`config.mk`:
```
export PLATFORM = sky130hd
export DESIGN_NAME = spi_slave_core
export DESIGN_NICKNAME = d
export VERILOG_FILES = /design/src/rtl/spi_slave_core.sv
export SDC_FILE = /design/constraint.sdc
export NUM_CORES = 1
export LEC_CHECK = 0
export CORE_ASPECT_RATIO = 0.8
export CORE_MARGIN = 8
export CORE_UTILIZATION = 53
export DETAILED_ROUTE_END_ITERATION = 12
export GPL_TIMING_DRIVEN = 0
export PLACE_DENSITY = 0.8
export SYNTH_ARGS = -nofsm -noshare
export SYNTH_HDL_FRONTEND = slang
export SYNTH_SLANG_ARGS = --single-unit
export TNS_END_PERCENT = 1
```
`constraint.sdc`:
```
create_clock -name mclk -period 1.9 [get_ports mclk]
set_input_delay 0.38 -clock mclk [delete_from_list [all_inputs] [get_ports mclk]]
set_output_delay 0.38 -clock mclk [all_outputs]
set_load 0.05 [all_outputs]
```
`src/rtl/spi_slave_core.sv`:
```
// SPI mode-0 slave: oversampled sclk/ss_n/mosi and an MSB-first shift path.
// The host side uses parallel transmit and receive byte buffers with ld/rd strobes.
module spi_slave_core #(
    parameter int DATA_W      = 8,
    parameter int SYNC_STAGES = 2
) (
    input  logic              mclk,
    input  logic              rst,
    input  logic [DATA_W-1:0] din_slave,
    input  logic              ld_slave,
    input  logic              rd_slave,
    output logic [DATA_W-1:0] dout_slave,
    output logic              rx_valid,
    output logic              tx_empty,
    output logic              overrun,
    output logic              busy,
    input  logic              sclk,
    input  logic              ss_n,
    input  logic              mosi,
    output logic              miso
);

    localparam int               CNT_W    = (DATA_W > 1) ? $clog2(DATA_W) : 1;
    localparam logic [CNT_W-1:0] LAST_BIT = CNT_W'(DATA_W - 1);

    typedef enum logic [1:0] {
        IDLE  = 2'd0,
        SHIFT = 2'd1,
        DONE  = 2'd2
    } state_t;

    state_t state, state_nxt;

    logic [SYNC_STAGES-1:0] sclk_q, ss_q, mosi_q;
    logic                   sclk_d, ss_d;
    logic                   sclk_s, ss_s, mosi_s;
    logic                   sclk_rise, sclk_fall, ss_fall;

    logic [CNT_W-1:0]  bit_cnt;
    logic [DATA_W-1:0] rx_sh, tx_sh, tx_buf, rx_buf;
    logic              start_frame, abort_frame, shift_rx, shift_tx, load_tx;

    // NOTE: the select chain resets to the idle bus level (high) so leaving reset never fakes an ss_n edge.
    always_ff @(posedge mclk or negedge rst) begin
        if (!rst) begin
            sclk_q <= '0;
            ss_q   <= '1;
            mosi_q <= '0;
            sclk_d <= 1'b0;
            ss_d   <= 1'b1;
        end else begin
            sclk_q <= {sclk_q[SYNC_STAGES-2:0], sclk};
            ss_q   <= {ss_q[SYNC_STAGES-2:0], ss_n};
            mosi_q <= {mosi_q[SYNC_STAGES-2:0], mosi};
            sclk_d <= sclk_q[SYNC_STAGES-1];
            ss_d   <= ss_q[SYNC_STAGES-1];
        end
    end

    assign sclk_s    = sclk_q[SYNC_STAGES-1];
    assign ss_s      = ss_q[SYNC_STAGES-1];
    assign mosi_s    = mosi_q[SYNC_STAGES-1];
    assign sclk_rise = sclk_s & ~sclk_d;
    assign sclk_fall = ~sclk_s & sclk_d;
    assign ss_fall   = ~ss_s & ss_d;

    always_ff @(posedge mclk or negedge rst) begin
        if (!rst) state <= IDLE;
        else      state <= state_nxt;
    end

    // NOTE: every output of this block is given a default first, so no path can infer a latch.
    always_comb begin
        state_nxt   = state;
        start_frame = 1'b0;
        abort_frame = 1'b0;
        shift_rx    = 1'b0;
        shift_tx    = 1'b0;
        load_tx     = 1'b0;
        case (state)
            IDLE: begin
                if (ss_fall) begin
                    state_nxt   = SHIFT;
                    start_frame = 1'b1;
                    load_tx     = 1'b1;
                end
            end
            SHIFT: begin
                if (ss_s) begin
                    state_nxt   = IDLE;
                    abort_frame = 1'b1;
                end else begin
                    if (sclk_rise) begin
                        shift_rx = 1'b1;
                        if (bit_cnt == LAST_BIT) state_nxt = DONE;
                    end
                    // The falling edge after the last bit of a byte reloads the transmit shifter.
                    if (sclk_fall) begin
                        if (bit_cnt == '0) load_tx  = 1'b1;
                        else               shift_tx = 1'b1;
                    end
                end
            end
            DONE:    state_nxt = ss_s ? IDLE : SHIFT;
            default: state_nxt = IDLE;
        endcase
    end

    always_ff @(posedge mclk or negedge rst) begin
        if (!rst) begin
            bit_cnt  <= '0;
            rx_sh    <= '0;
            tx_sh    <= '0;
            tx_buf   <= '0;
            rx_buf   <= '0;
            rx_valid <= 1'b0;
            tx_empty <= 1'b1;
            overrun  <= 1'b0;
        end else begin
            if (start_frame || abort_frame) bit_cnt <= '0;
            else if (shift_rx)              bit_cnt <= bit_cnt + 1'b1;

            if (abort_frame)   rx_sh <= '0;
            else if (shift_rx) rx_sh <= {rx_sh[DATA_W-2:0], mosi_s};

            if (load_tx) begin
                tx_sh    <= tx_buf;
                tx_empty <= 1'b1;
            end else if (shift_tx) begin
                tx_sh <= tx_sh << 1;
            end

            // NOTE: a later non-blocking assignment in the same cycle wins, so a host load overrides the empty flag.
            if (ld_slave) begin
                tx_buf   <= din_slave;
                tx_empty <= 1'b0;
            end

            if (rd_slave) begin
                rx_valid <= 1'b0;
                overrun  <= 1'b0;
            end
            if (state == DONE) begin
                rx_buf   <= rx_sh;
                rx_valid <= 1'b1;
                if (rx_valid && !rd_slave) overrun <= 1'b1;
            end
        end
    end

    assign dout_slave = rx_buf;
    assign busy       = (state != IDLE);
    assign miso       = ~ss_s & tx_sh[DATA_W-1];

endmodule

```
-- Word-level counts from Yosys, hierarchy flattened
Cells that the tools add are included.
- flip-flop bits (word level): 48
- word-level logic and storage cells: 74
- bits of input ports: 15
- multiplexer cells: 34
- add/subtract/negate cells: 1
- reductions and logical operators: 12
- bitwise operators: 7
- equality and inequality tests: 6
- operators with widths (operator ; number):
    $mux W8 ; 4
    $mux W1 ; 22
    $reduce_bool A2 Y1 ; 6
    $mux W2 ; 4
    $mux W3 ; 2
    $ne A3 B3 Y1 const B ; 2
    $pmux W2 S3 ; 1
    $and A1 B1 Y1 ; 4
    $add A3 B1 Y3 const B ; 1
    $eq A3 B3 Y1 const B ; 1
    $logic_not A3 Y1 ; 1
    $not A1 Y1 ; 3
    $reduce_and A3 Y1 ; 1
    $eq A2 B1 Y1 const B ; 1
    $eq A2 B2 Y1 const B ; 1
    $logic_not A2 Y1 ; 1
    $ne A2 B2 Y1 const B ; 1
    $pmux W1 S2 ; 1
    $logic_and A1 B1 Y1 ; 1
    $logic_not A1 Y1 ; 1
    $logic_or A1 B1 Y1 ; 1

-- Depth between registers and ports, before layout
Gate-level depths: netlist of the first run.
- word-level depth: 7
- gate-level depth with buffers: 7
- gate-level depth less buffers: 5

-- Least setup slack after synthesis of the first run
Ideal clock, no wire load.
- kind: register to register
- start: reg bit_cnt[0]
- end: reg tx_sh[1]
- arrival time: 1.535 ns
- path buffers: 2
- required time: 1.774 ns
- stages on the path, launching flop included: 8
- slack: 0.239 ns
- path through: dfrtp_1 > inv_1 > ha_1 > nor2b_1 > buf_2 > a31o_2 > buf_2 > a221o_1
- longest elaborated chain between the ends: 6
- elaborated cells between the ends (all ways): 11
- classes of those cells: mux: 9; reduce/logical: 2
- ends and longest elaborated chain (element ; line ; source):
    from (decl) ; 39 ; logic [CNT_W-1:0] bit_cnt;
    from (signal assigned) ; 121 ; else if (shift_rx) bit_cnt <= bit_cnt + 1'b1;
    $logic_not A3 Y1 (*) ; 99 ; if (bit_cnt == '0) load_tx = 1'b1;
    $mux W1 ; 99 ;
    $mux W1 ; 98 ; if (sclk_fall) begin
    $mux W1 ; 89 ; if (ss_s) begin
    $pmux W1 S2 / $mux W1 (equally long branches) ; 80 ; case (state)
    $mux W8 / $reduce_bool A2 Y1 (equally long branches) ; n/a ;
    to (signal assigned) ; 127 ; tx_sh <= tx_buf;
    to (signal assigned) ; 130 ; tx_sh <= tx_sh << 1;
    to (decl) ; 40 ; logic [DATA_W-1:0] rx_sh, tx_sh, tx_buf, rx_buf;
Every way passes the cells marked *; elsewhere a longest branch is shown, timed or not.
A chain may end at the register's enable or synchronous reset.

-- Worst setup path after layout of the first run
- start: reg ss_q[1]
- end: out miso
- longest elaborated chain between the ends: 2
- ends and longest elaborated chain (element ; line ; source):
    from (decl) ; 34 ; logic [SYNC_STAGES-1:0] sclk_q, ss_q, mosi_q;
    from (signal assigned) ; 53 ; ss_q <= {ss_q[SYNC_STAGES-2:0], ss_n};
    $not A1 Y1 ; 153 ; assign miso = ~ss_s & tx_sh[DATA_W-1];
    $and A1 B1 Y1 ; 153 ;
    to (decl) ; 20 ; output logic miso
No other way between the ends.

==> flow_summary.rst, run 1 <==
.. list-table::
   :header-rows: 1

   * - Metric
     - Value
   * - Leak
     - 1.12 nW
   * - Share of cells above drive strength 1
     - 0.274
   * - Cell area power density
     - 916 nW/µm²
   * - Total Routing Usage GR
     - 0.130
   * - Count of final max-slew check failures
     - 0
   * - Mean instance size in the synthesized netlist
     - 14.7 µm²
   * - Top-area cell type share of the netlist area
     - 0.564
   * - Crit path capture type
     - output port
   * - Number of nets with antenna violations after routing
     - 0
   * - Vias in the first global route
     - between 1000 and 1500
   * - Min Clock Period, post-route
     - about 1900 ps
   * - Maximum capacitance violations
     - 0
   * - Number of cells produced by synthesis
     - 133
   * - Cell area after layout
     - 2410 µm²
   * - Post-detailed-placement half-perimeter wirelength
     - 2500 µm
   * - Die Span X
     - 83.8 µm
   * - Class of the worst hold path
     - input port to async pin
   * - Layout fillers
     - ~230
   * - Count of port buffers added during placement
     - 26
   * - Cell taking the most area after synthesis
     - dfrtp_1
   * - Root cell of the clock tree
     - clkbuf_8
   * - Number of buffers added by the clock tree synthesis step
     - 5
   * - Top post-synthesis cells by area
     - dfrtp_1 (56%), mux2_2 (9.2%), dfstp_2 (5.4%)
   * - Final weighted congestion in routability-driven placement
     - 0.849
   * - Status
     - finished clean
   * - Yosys Warn Count
     - 0
   * - RSZ-0062 raised after global routing
     - yes
   * - Number of synthesized register bits
     - 48
   * - Achievable clock frequency
     - 0.530 GHz
   * - Initial drt markers
     - between 70 and 80
   * - Largest vdd supply drop
     - 0.579 mV
   * - Portion of the post-synthesis area used by sequential elements
     - 0.618
   * - Unique cell type count in the Yosys netlist
     - 32
   * - Placed cell count
     - between 200 and 250
   * - WP data required
     - 1520 ps
   * - Finished Layout Cells
     - 210
   * - Starting Density
     - 0.562
   * - Post-synthesis async set-or-reset flop share
     - 1.00
   * - Kind of start point of the critical path
     - register
   * - Routed Wire Length
     - 3510 µm
   * - Area inside the core boundary
     - 3470 µm²
   * - Number of primary I/O pins
     - 28
   * - Arrival time reported for the critical path endpoint
     - 1510 ps
   * - Routed vias
     - 1209
   * - Largest net degree at the start of global routing
     - 29
   * - Number of setup buffers added after CTS
     - 0
   * - Number of search-and-repair iterations in the first detailed-routing pass
     - 4
   * - Most common cell after layout, fill and taps aside
     - dfrtp_1
   * - Critical path start-end classification
     - register to output port
   * - Final total power
     - 2.21 mW
   * - CP Max Fanout
     - 8
   * - Reg-to-reg setup timing slack
     - around 70 ps
   * - Total congestion overflow after global routing
     - 0
   * - Area taken by flip-flops and latches
     - 1210 µm²
   * - Primary FF master, synth
     - dfrtp_1
   * - Register clock-pin slew on the reported worst setup and hold paths
     - 90 ps
   * - Source-to-sink clock delay at the later pin of the worst-skew pair
     - 300 ps
   * - Most frequent cells in the layout
     - dfrtp_1 (44), clkdlybuf4s50_1 (20), mux2_2 (16)
   * - Post-cts resize count
     - 3
   * - Final period utilization
     - 0.992
   * - Vias per inst
     - 5.76
   * - CTS HTree Levels
     - 2
   * - Buffer depth of the longest clock path
     - 2
   * - Worst-Margin Slew
     - 701 ps
   * - Cell area after synthesis
     - 1950 µm²
   * - Instance area after placement
     - between 2000 and 2500 µm²
   * - Worst slew margin relative to its limit
     - 0.529
   * - Rows
     - 19
   * - Endpoints failing hold
     - 0
   * - Antenna diode count
     - 0
   * - Worst setup skew after layout
     - 8.00 ps
   * - Number of synthesized flops with an enable pin
     - 0
   * - CTS hold repair buffers
     - 0
   * - Die ar.
     - 5890 µm²
   * - WL/cell
     - 16.7 µm
   * - Area grow syn2layout
     - 23.6%
   * - Post-route DRC
     - 0
   * - CTS tree
     - done
   * - Count of endpoints failing setup in the final report
     - 0
   * - Wire length of the first global-routing pass
     - just over 6000 µm
   * - Net count, final
     - 185
   * - Number of antenna violations at the first check in global routing
     - 0
   * - Worst Hold Margin
     - 22.6 ps
   * - Number of clock sinks seen by CTS
     - 48
   * - Y dimension of the die
     - around 70 µm
   * - Area of the multi-input gates
     - ~680 µm²
   * - Net Count, Synth
     - 151
synth_stat cells, types with 2 or more instances:
cell and number:
a221o_1 7, nor2_1 4, nand2_1 2, nor4b_2 7, buf_2 4, a22o_1 9, a32o_1 2, ha_1 3
o21ai_1 2, buf_6 2, dfrtp_1 44, nand2b_1 2, dfstp_2 4, mux2_2 16, nor2b_1 5, inv_1 4
layer usage:
layer,vias up,share of wire,GRT usage
met3,9,0.040,0.0452
met1,610,0.47,0.171
met5,-,0,0
li1,560,-,-
met2,30,0.46,0.184
met4,0,0.025,0.0688
layout make-up:
cell class / instances / share of cell area
Tap cell: 42 / 0.0218
Timing Repair Buffer: 27 / 0.113
Clock buffer: 6 / 0.0301
Multi-Input combinational cell: 74 / 0.283
Inverter: 4 / 0.00623
Sequential cell: 48 / 0.500
Clock inverter: 2 / 0.0249
Buffer: 7 / 0.0202
metrics by stage:
step	utilization	setup slack, ps	setup TNS, ps
after floorplan	-	239	0
after global placement	0.652	-728	-33060
after detailed placement	0.656	35.7	0
after CTS	0.694	-25.1	-30.9
after global routing	0.695	-56.5	-81.0
final	0.695	14.6	0
final timing paths:
path | startpoint | depth (start not counted) | endpoint
hold reg to reg | mosi_q[0] | 0 | mosi_q[1]
min in group mclk | mosi_q[0] | 0 | mosi_q[1]
max in group asynchronous | rst | 2 | ss_d
setup / recovery | ss_q[1] | 3 | miso
setup reg to reg | bit_cnt[0] | 7 | tx_sh[7]
hold / removal | rst | 1 | dout_slave[3]
flip-flops by register name, summed over array words and instances (netlist names), 2 cells and up:
register,count
tx_sh,8
ss_q,2
mosi_q,2
bit_cnt,3
tx_buf,8
rx_sh,8
state,2
dout_slave,8
sclk_q,2
logic make-up (layout without fill, tap and decap cells):
group                      Yosys count  count (layout)  share of synthesized area
AOI/OAI and AO/OA                   28              28                      0.122
adders and majority gates            3               3                     0.0192
buffers and inverters               11              46                     0.0314
DFF                                 48              48                      0.618
muxes                               17              17                     0.0975
and+or+nand+nor                     26              26                      0.112
worst max-delay path, stage by stage (launching register included):
cell and delay (ps):
dfstp_2 540, buf_2 180, nor2b_1 70, dlygate4sd2_1 420
where the power goes:
part	switching [mW]	total, mW	internal (mW)
Clock	0.324	0.850	0.526
Sequential	0.0433	1.14	1.09
Combinational	0.108	0.223	0.115
Total	0.475	2.21	1.73
(Power assumes the default switching activity.)
==> run 2, diff against run 1 <==
--- a/config.mk
+++ b/config.mk
@@ -5,12 +5,14 @@
 export SDC_FILE = /design/constraint.sdc
 export NUM_CORES = 1
 export LEC_CHECK = 0
+export ABC_AREA = 1
 export CORE_ASPECT_RATIO = 0.8
 export CORE_MARGIN = 8
 export CORE_UTILIZATION = 53
 export DETAILED_ROUTE_END_ITERATION = 12
 export GPL_TIMING_DRIVEN = 0
 export PLACE_DENSITY = 0.8
+export SKIP_LAST_GASP = 1
 export SYNTH_ARGS = -nofsm -noshare
 export SYNTH_HDL_FRONTEND = slang
 export SYNTH_SLANG_ARGS = --single-unit
==> flow_summary.rst, run 2 <==
.. list-table::
   :header-rows: 1

   * - Metric
     - Value
   * - Status
     - finished with violations (was finished clean)
   * - Violated checks
     - setup timing
   * - Count of final max-slew check failures
     - 0 (unchanged)
   * - Most common cell after layout, fill and taps aside
     - nand2_1 (was dfrtp_1)
   * - Largest net degree at the start of global routing
     - 27 (was 29)
   * - Yosys Warn Count
     - 0 (unchanged)
   * - Mean instance size in the synthesized netlist
     - 9.82 µm² (was 14.7 µm²)
   * - Largest vdd supply drop
     - 0.570 mV (was 0.579 mV)
   * - Crit Reg-Reg Startpoint
     - bit_cnt[0] (unchanged)
   * - Count of port buffers added during placement
     - 26 (unchanged)
   * - Number of cells on the critical path
     - 1 (was 3)
   * - Cell area power density
     - 843 nW/µm² (was 916 nW/µm²)
   * - Number of synthesized register bits
     - 48 (unchanged)
   * - Family of cells with the greatest summed delay on the critical path
     - buffers and inverters (unchanged)
   * - Net count, final
     - 248 (was 185)
   * - Starting Density
     - 0.559 (was 0.562)
   * - CTS HTree Levels
     - 2 (unchanged)
   * - Unique cell type count in the Yosys netlist
     - 24 (was 32)
   * - Number of synthesized flops with an enable pin
     - 0 (unchanged)
   * - Depth of the worst register-to-register path
     - 8 (was 7)
   * - Area grow syn2layout
     - 21.9% (was 23.6%)
   * - Post-synthesis async set-or-reset flop share
     - 1.00 (unchanged)
   * - Source-to-sink clock delay at the later pin of the worst-skew pair
     - 290 ps (was 300 ps)
   * - Slowest stage cell on the critical path
     - clkdlybuf4s50_1 (was dfstp_2)
   * - Y dimension of the die
     - 69.9 µm (was 70.3 µm)
   * - Register clock-pin slew on the reported worst setup and hold paths
     - 80 ps (was 90 ps)
   * - Number of primary I/O pins
     - 28 (unchanged)
   * - Post-detailed-placement half-perimeter wirelength
     - 2530 µm (was 2500 µm)
   * - Area inside the core boundary
     - 3450 µm² (was 3470 µm²)
   * - Rows
     - 19 (unchanged)
   * - Wire length of the first global-routing pass
     - 6090 µm (was 6150 µm)
   * - CP Buf/Inv Count
     - 1 (was 2)
   * - Number of buffers added by the clock tree synthesis step
     - 5 (unchanged)
   * - Top cell types by occurrence after synthesis
     - nand2_1 (65), dfrtp_1 (44), inv_1 (18) (was dfrtp_1 (44), mux2_2 (16), a22o_1 (9))
   * - Share of cells above drive strength 1
     - 0.117 (was 0.274)
   * - Area of the multi-input gates
     - 608 µm² (was 683 µm²)
   * - Total congestion overflow after global routing
     - 0 (unchanged)
   * - Crit path capture type
     - output port (unchanged)
   * - Final weighted congestion in routability-driven placement
     - 0.786 (was 0.849)
   * - Critical path start-end classification
     - register to output port (unchanged)
   * - Number of clock sinks seen by CTS
     - 48 (unchanged)
   * - Total Routing Usage GR
     - 0.128 (was 0.130)
   * - Maximum capacitance violations
     - 0 (unchanged)
   * - Die ar.
     - 5830 µm² (was 5890 µm²)
   * - Cell taking the most area after synthesis
     - dfrtp_1 (unchanged)
   * - Most frequent cells in the layout
     - nand2_1 (65), dfrtp_1 (44), clkdlybuf4s50_1 (23) (was dfrtp_1 (44), clkdlybuf4s50_1 (20), mux2_2 (16))
   * - Crit path largest cell delay
     - 800 ps (was 540 ps)
   * - Kind of start point of the critical path
     - register (unchanged)
   * - Arrival time reported for the critical path endpoint
     - 1640 ps (was 1510 ps)
   * - CTS tree
     - done (unchanged)
   * - Top post-synthesis cells by area
     - dfrtp_1 (57%), nand2_1 (13%), dfstp_2 (5.5%) (was dfrtp_1 (56%), mux2_2 (9.2%), dfstp_2 (5.4%))
   * - Layout fillers
     - 269 (was 227)
   * - Vias in the first global route
     - 1326 (was 1229)
   * - Number of nets with antenna violations after routing
     - 0 (unchanged)
   * - Endpoints failing hold
     - 0 (unchanged)
   * - Die Span X
     - 83.4 µm (was 83.8 µm)
   * - Area taken by flip-flops and latches
     - 1210 µm² (unchanged)
   * - End point of the critical path
     - tx_empty (was miso)
   * - WP data required
     - 1520 ps (about the same)
   * - CP Max Fanout
     - 2 (was 8)
   * - Primary FF master, synth
     - dfrtp_1 (unchanged)
   * - Net Count, Synth
     - 214 (was 151)
   * - Final period utilization
     - 1.06 (was 0.992)
   * - Most frequent cell after synthesis
     - nand2_1 (was dfrtp_1)
   * - Source of the critical timing path
     - tx_empty (was ss_q[1])
   * - Count of endpoints failing setup in the final report
     - 1 (was 0)
   * - RSZ-0062 raised after global routing
     - yes (unchanged)
   * - Worst setup slack before clock tree synthesis
     - 147 ps (was 35.7 ps)
   * - Reg2Reg Capture Point
     - tx_sh[5] (was tx_sh[7])
   * - Cell area after synthesis
     - 1930 µm² (was 1950 µm²)
   * - Min Clock Period, post-route
     - 2020 ps (was 1890 ps)
   * - Post-route DRC
     - 0 (unchanged)
   * - WL/cell
     - 12.7 µm (was 16.7 µm)
   * - Worst slew margin relative to its limit
     - 0.645 (was 0.529)
   * - Number of antenna violations at the first check in global routing
     - 0 (unchanged)
   * - Top-area cell type share of the netlist area
     - 0.572 (was 0.564)
   * - Initial drt markers
     - 83 (was 72)
   * - Reg-to-reg setup timing slack
     - 510 ps (was 70 ps)
   * - Number of cells produced by synthesis
     - 196 (was 133)
   * - Cells along the critical path
     - clkdlybuf4s50_1 (was buf_2 -> nor2b_1 -> dlygate4sd2_1)
   * - Number of search-and-repair iterations in the first detailed-routing pass
     - 4 (unchanged)
   * - Routed Wire Length
     - 3460 µm (was 3510 µm)
   * - Vias per inst
     - 5.05 (was 5.76)
   * - Leak
     - 1.17 nW (was 1.12 nW)
   * - Class of the worst hold path
     - input port to async pin (unchanged)
   * - Root cell of the clock tree
     - clkbuf_8 (unchanged)
   * - Post-layout util
     - 0.681 (was 0.695)
   * - Antenna diode count
     - 0 (unchanged)
   * - Routed vias
     - 1380 (was 1209)
   * - Portion of the post-synthesis area used by sequential elements
     - 0.626 (was 0.618)
   * - Achievable clock frequency
     - 0.496 GHz (was 0.530 GHz)
   * - Worst-Margin Slew
     - 532 ps (was 701 ps)
   * - Worst setup skew after layout
     - 3.73 ps (was 8.00 ps)
   * - Crit path setup slack, layout
     - -116 ps (was 14.6 ps)
   * - CTS hold repair buffers
     - 0 (unchanged)
   * - Buffer depth of the longest clock path
     - 2 (unchanged)
run 2: cell types whose count changed in the layout (fill, tap and decap cells not counted), sizes merged, moves of 5 or more:
cell / delta
nand3: +15
a221o: -7
o21ai: +12
nand4: +8
inv: +16
a22o: -9
mux2: -16
nand2: +68
nor4b: -8
nor2b: -5
run 2: worst min path at each step:
| stage | to | from | depth (start not counted) | slack (ps) |
|---|---|---|---|---|
| after floorplan | bit_cnt[0] | rst | 0 | 80 |
| after global placement | mosi_q[1] | mosi_q[0] | 0 | 330 |
| after detailed placement | sclk_q[1] | sclk_q[0] | 0 | 350 |
| after CTS | dout_slave[5] | rst | 1 | 50 |
| after global routing | dout_slave[4] | rst | 1 | 80 |
| final | dout_slave[5] | rst | 1 | 50 |
run 2: through the flow:
stage | std cells | hold WS [ps] | power [mW] | area, µm² | TNS, ps
global route | 273 | 82.9 | 2.08 | 2350 | -156
global placement | 264 | 333 | 1.39 | 2240 | -37600
detailed placement | 265 | 347 | 1.40 | 2250 | 0
finish | 273 | 53.7 | 1.98 | 2350 | -116
floorplan | 196 | 84.4 | 1.30 | 1930 | 0
CTS | 273 | 54.3 | 2.01 | 2340 | -278
run 2: layer usage:
layer / GRT usage / wire length (µm)
met5: 0 / 0
met4: 0.0700 / 23
met3: 0.0406 / 180
met2: 0.182 / 1510
met1: 0.169 / 1740
run 2: area by class of cell:
type,count,share of cell area
Buffer,4,0.0139
Clock buffer,6,0.0352
Clock inverter,2,0.00426
Inverter,21,0.0336
Multi-Input combinational cell,123,0.259
Sequential cell,48,0.514
Tap cell,42,0.0224
Timing Repair Buffer,27,0.118
run 2: cells by family after synthesis:
group           after synthesis  synth area share
simple gates                 99             0.237
flops                        48             0.626
buf+inv                      25            0.0578
compound gates               21            0.0591
fa+ha+maj                     3            0.0195
run 2: what timing repair did:
| item | 4_1_cts | 5_1_grt |
|---|---|---|
| pin swaps | 0 | 0 |
| resized for setup | 1 | 1 |
| cloned | 0 | 0 |
| endpoints found under the setup margin | 3 | 3 |
| setup buffers | 0 | 0 |
run 2: power by group:
group / internal (mW) / switching [mW] / total (mW)
sequential: 1.10 / 0.0405 / 1.14
combinational: 0.0952 / 0.140 / 0.235
clock: 0.290 / 0.315 / 0.606
total: 1.48 / 0.496 / 1.98
